$ cat config.mk
export PLATFORM = sky130hd
export DESIGN_NAME = mem_slot_responder
export DESIGN_NICKNAME = d
export VERILOG_FILES = /design/src/rtl/mem_slot_responder.sv
export SDC_FILE = /design/constraint.sdc
export NUM_CORES = 1
export LEC_CHECK = 0
export ABC_AREA = 1
export BUFFER_PORTS_ARGS = -buffer_cell sky130_fd_sc_hd__buf_2
export CAP_MARGIN = 20
export CORE_UTILIZATION = 25
export DETAILED_ROUTE_END_ITERATION = 8
export PLACE_DENSITY = 0.49
export SLEW_MARGIN = 20
export SYNTH_ARGS = -nofsm -noshare
export SYNTH_HDL_FRONTEND = slang
export SYNTH_SLANG_ARGS = --single-unit
$ cat constraint.sdc
create_clock -name clk -period 1.95 [get_ports clk]
set_clock_uncertainty 0.15 [all_clocks]
set_input_delay 0.195 -clock clk [delete_from_list [all_inputs] [get_ports clk]]
set_output_delay 0.195 -clock clk [all_outputs]
set_load 0.005 [all_outputs]
$ cat src/rtl/mem_slot_responder.sv
// mem_slot_responder: turns each active 4-clock Mac Plus RAM/ROM bus slot into one req/ack backing-memory transaction, drops slots while busy, flags late acks
module mem_slot_responder #(
    parameter int ROM_BIT = 22,
    parameter int DROP_W = 8
) (
    input  logic              clk,
    input  logic              reset,
    input  logic              memoryLatch,
    input  logic [21:0]       memoryAddr,
    input  logic              _romOE,
    input  logic              _ramOE,
    input  logic              _ramWE,
    input  logic              _memoryUDS,
    input  logic              _memoryLDS,
    input  logic [15:0]       din,
    output logic [15:0]       dout,
    output logic              mem_req,
    output logic              mem_we,
    output logic [22:0]       mem_addr,
    output logic [1:0]        mem_be,
    output logic [15:0]       mem_wdata,
    input  logic [15:0]       mem_rdata,
    input  logic              mem_ack,
    output logic              late_err,
    output logic              overrun,
    output logic [DROP_W-1:0] drop_count
);
    localparam logic [0:0] IDLE = 1'b0;
    localparam logic [0:0] REQ  = 1'b1;
    logic [0:0] state;
    logic       start;
    logic [1:0] age;
    logic       isWrite;
    logic       isRom;
    logic       active;
    logic [22:0] slotAddr;
    always_comb begin
        isWrite = !_ramWE;
        isRom = !isWrite && !_romOE;
        active = isWrite || !_romOE || !_ramOE;
        slotAddr = {1'b0, memoryAddr};
        slotAddr[ROM_BIT] = isRom;
    end
    assign mem_req = state == REQ;
    always_ff @(posedge clk) begin
        if (reset) begin
            state <= IDLE;
            start <= 1'b0;
            age <= '0;
            dout <= '0;
            mem_we <= 1'b0;
            mem_addr <= '0;
            mem_be <= '0;
            mem_wdata <= '0;
            late_err <= 1'b0;
            overrun <= 1'b0;
            drop_count <= '0;
        end else begin
            start <= memoryLatch;
            overrun <= 1'b0;
            if (state == IDLE) begin
                if (start && active) begin
                    state <= REQ;
                    age <= '0;
                    mem_addr <= slotAddr;
                    mem_we <= isWrite;
                    mem_be <= {!_memoryUDS, !_memoryLDS};
                    mem_wdata <= din;
                end
            end else begin
                age <= age == 2'd3 ? age : age + 2'd1;
                if (start && active) begin
                    overrun <= 1'b1;
                    drop_count <= &drop_count ? drop_count : drop_count + 1'b1;
                end
                if (mem_ack) begin
                    state <= IDLE;
                    if (!mem_we) dout <= mem_rdata;
                    if (age[1]) late_err <= 1'b1;
                end
            end
        end
    end
endmodule

==> impl_metrics.json <==
{
  "status": "finished, final reports clean",
  "hold_path_end": "mem_req",
  "rsz0062_at_grt": "false",
  "place_area_um2": 3476,
  "clk_latency_ns": 0.34,
  "ys_types": 22,
  "track_usage": 0.1419,
  "grt_pass1_vias": 2744,
  "share_comb_of_total_power": 0.123,
  "drv_cap": 0,
  "num_vias": 2861,
  "path_max_fanout": 13,
  "io_buffers": 131,
  "die_w_um": 106.1,
  "dr.pass1.iters": 6,
  "gp_congestion": 0.7633,
  "area_delta_synth_final_pct": 58.05,
  "drc": 0,
  "grt_overflow": 0,
  "fmax_ghz": 0.5995,
  "antenna_found_initial": 0,
  "seqPwrFrac": 0.480,
  "synthTopCellsByArea": "dfxtp_1, nand2_1, a21oi_1",
  "netSwitchingFraction": 0.2366,
  "drt-wirelength-per-cell_um": 11.66,
  "worstSetupPathType": "input port to flop",
  "syn_nets": 414,
  "slew_viol_final": 0,
  "diodes": 0,
  "reg2reg_from": "drop_count[0]",
  "initial_utilization": 0.2603,
  "wirelength_um": 7891,
  "whs_ns": 0.01468,
  "cpMaxStageDelayCell": "dlygate4sd3_1",
  "ys_ff_latch": 72,
  "critPathMaxStageDelay_ns": 0.55,
  "htreeDepth": 3,
  "grt_max_degree": 50,
  "setup_violations": 0,
  "cp-start-kind": "input port",
  "peakVddDrop_uv": 248.7,
  "crit_required_ns": 2.06,
  "drt_iter0_drc": 127,
  "worst_slew_pin_slew_ns": 0.6571,
  "cp-end-kind": "flop",
  "die_area_um2": 11270,
  "tns_ns": 0,
  "cts_tree": "built",
  "yosys.area.top_type_share": 0.5316,
  "dp_hpwl_um": 5113,
  "worst_r2r_endpoint": "drop_count[7]",
  "crit_chain": "dlygate4sd3_1 > buf_2 > nand3_2 > nand2_1 > nor2_4 > buf_4 > nand2_1 > a21oi_1",
  "fin_crit_sh": 0.8554,
  "cts_buffers": 9,
  "avgViaCountPerCell": 4.226,
  "period_minus_slack_ns": 1.668,
  "yosys.area.top_type": "dfxtp_1",
  "synth_area_um2": 2711,
  "intPower_mw": 2.504,
  "yosysSeqAreaShare": 0.5316,
  "whs_path_depth": 4,
  "nNetsFinal": 602,
  "clkSinkCount": 72,
  "fp-row-count": 37,
  "pwr_density_cell_nw_per_um2": 765.5,
  "r2r_slack_ns": 0.38,
  "leakage_nw": 2.010,
  "clk_pin_slew_worst_paths_ns": 0.08,
  "postLayoutCellArea_um2": 4285,
  "drive_above_1_share": 0.2902,
  "post_cts_buffers": 0,
  "clockBufferDepth": 2,
  "total_power_mw": 3.281,
  "die_h_um": 106.1,
  "grt_first_pass_wirelength_um": 12650,
  "cts_resized": 0,
  "clock_power_share": 0.398,
  "hp-class": "input port to flop",
  "max_slew_margin": 0.5614,
  "placeableCoreArea_um2": 10420,
  "clockRootBuffer": "clkbuf_8",
  "pin_count": 132,
  "synthCells": 349,
  "cp.arrival_ns": 1.78,
  "synth.avg_cell_area_um2": 7.769,
  "hold_viol": 0,
  "ant_nets": 0,
  "power.net_switching_mw": 0.7761,
  "r2r_cells": 8,
  "crit_top_cell": "nand2_1",
  "hold_path_startpoint": "mem_ack",
  "ys_warn_count": 0
}
==> registers in the layout, indices dropped and copies added, names as in the netlist, 2 cells and up <==
signal,cells
mem_addr,23
drop_count,8
mem_be,2
age,2
mem_wdata,16
dout,16
==> routing by layer <==
metal | up-vias | part of all wire | global-route usage | wire [µm]
met5 | - | 0 | 0 | 0
met3 | 18 | 0.049 | 0.03004 | 386
li1 | 1491 | - | - | -
met1 | 1267 | 0.44 | 0.1613 | 3497
met4 | 0 | 0.029 | 0.08036 | 229
met2 | 85 | 0.48 | 0.2454 | 3778
==> metrics by stage <==
stage | setup slack (ns) | instances | util
global placement | 0.4448 | 603 | 0.3337
CTS | 0.2768 | 677 | 0.4114
floorplan | 0.5709 | 349 | -
detailed placement | 0.3754 | 603 | 0.3337
finish | 0.2820 | 677 | 0.4114
global route | 0.1863 | 677 | 0.4114
==> placed cells by master (no fill, tap or decap), types with 7 or more instances in the layout <==
cell type	instances
nor2_1	45
nand3_1	7
clkbuf_8	10
inv_1	15
dfxtp_1	72
buf_2	131
nand2_1	105
o21ai_0	22
dlygate4sd3_1	59
a21oi_1	51
==> how the worst max path moves through the flow <==
stage	start	slack, ns	depth (start not counted)	to
floorplan	drop_count[0]	0.57	7	drop_count[7]
global placement	drop_count[0]	0.44	8	drop_count[7]
detailed placement	drop_count[0]	0.38	8	drop_count[7]
CTS	_ramWE	0.28	8	mem_addr[19]
global route	_ramWE	0.19	8	mem_wdata[0]
finish	_ramWE	0.28	8	mem_wdata[5]
==> cell usage after synthesis <==
| master | count |
|---|---|
| buf_2 | 3 |
| xor2_1 | 2 |
| o21ai_1 | 1 |
| clkbuf_1 | 5 |
| dfxtp_1 | 72 |
| inv_1 | 15 |
| buf_4 | 4 |
| nand3b_1 | 1 |
| a21oi_1 | 51 |
| nand3_2 | 2 |
| nor2_4 | 2 |
| nor2_2 | 1 |
| o21ai_0 | 22 |
| nand2_2 | 1 |
| buf_6 | 5 |
| nand3_1 | 7 |
| buf_1 | 1 |
| xnor2_1 | 1 |
| ha_1 | 2 |
| nor2_1 | 45 |
| a211oi_1 | 1 |
| nand2_1 | 105 |
==> cells by family (layout without fill, tap and decap cells) <==
group / Yosys count / after routing / synth area share
adder cells (fa/ha/maj): 2 / 2 / 0.009228
AND/OR/NAND/NOR: 164 / 164 / 0.2437
flip-flops: 72 / 72 / 0.5316
XOR/XNOR: 3 / 3 / 0.009693
buffers and inverters: 33 / 225 / 0.06645
AO/OA/AOI/OAI: 75 / 75 / 0.1394
==> area by class of cell <==
type / count / area (µm²)
fillers: 1106 / 6131
flip-flops and latches: 72 / 1441
repair buffers: 195 / 1309
multi-input cells: 244 / 1090
well taps: 136 / 170.2
clock buffers: 10 / 137.6
clock inverters: 5 / 81.33
inverters: 15 / 56.30
==> power by group through the flow <==
stage | logic [mW] | registers, mW | clock network [mW]
after floorplan | 0.150 | 1.61 | 0
after global placement | 0.313 | 1.60 | 0
after detailed placement | 0.315 | 1.61 | 0
after CTS | 0.406 | 1.57 | 1.38
after global routing | 0.449 | 1.58 | 1.44
final | 0.402 | 1.57 | 1.31
==> critical path: cells and delay by family <==
family                 cells  cell delay, ns
buffers and inverters      3            0.95
AND/OR/NAND/NOR            4            0.52
AO/OA/AOI/OAI              1            0.12
==> repair_timing <==
| action | CTS | global route |
|---|---|---|
| endpoints found under the setup margin | 0 | 0 |
| hold buffers | 59 | 0 |
| hold endpoints to repair | 59 | 0 |
(Power assumes the default switching activity.)
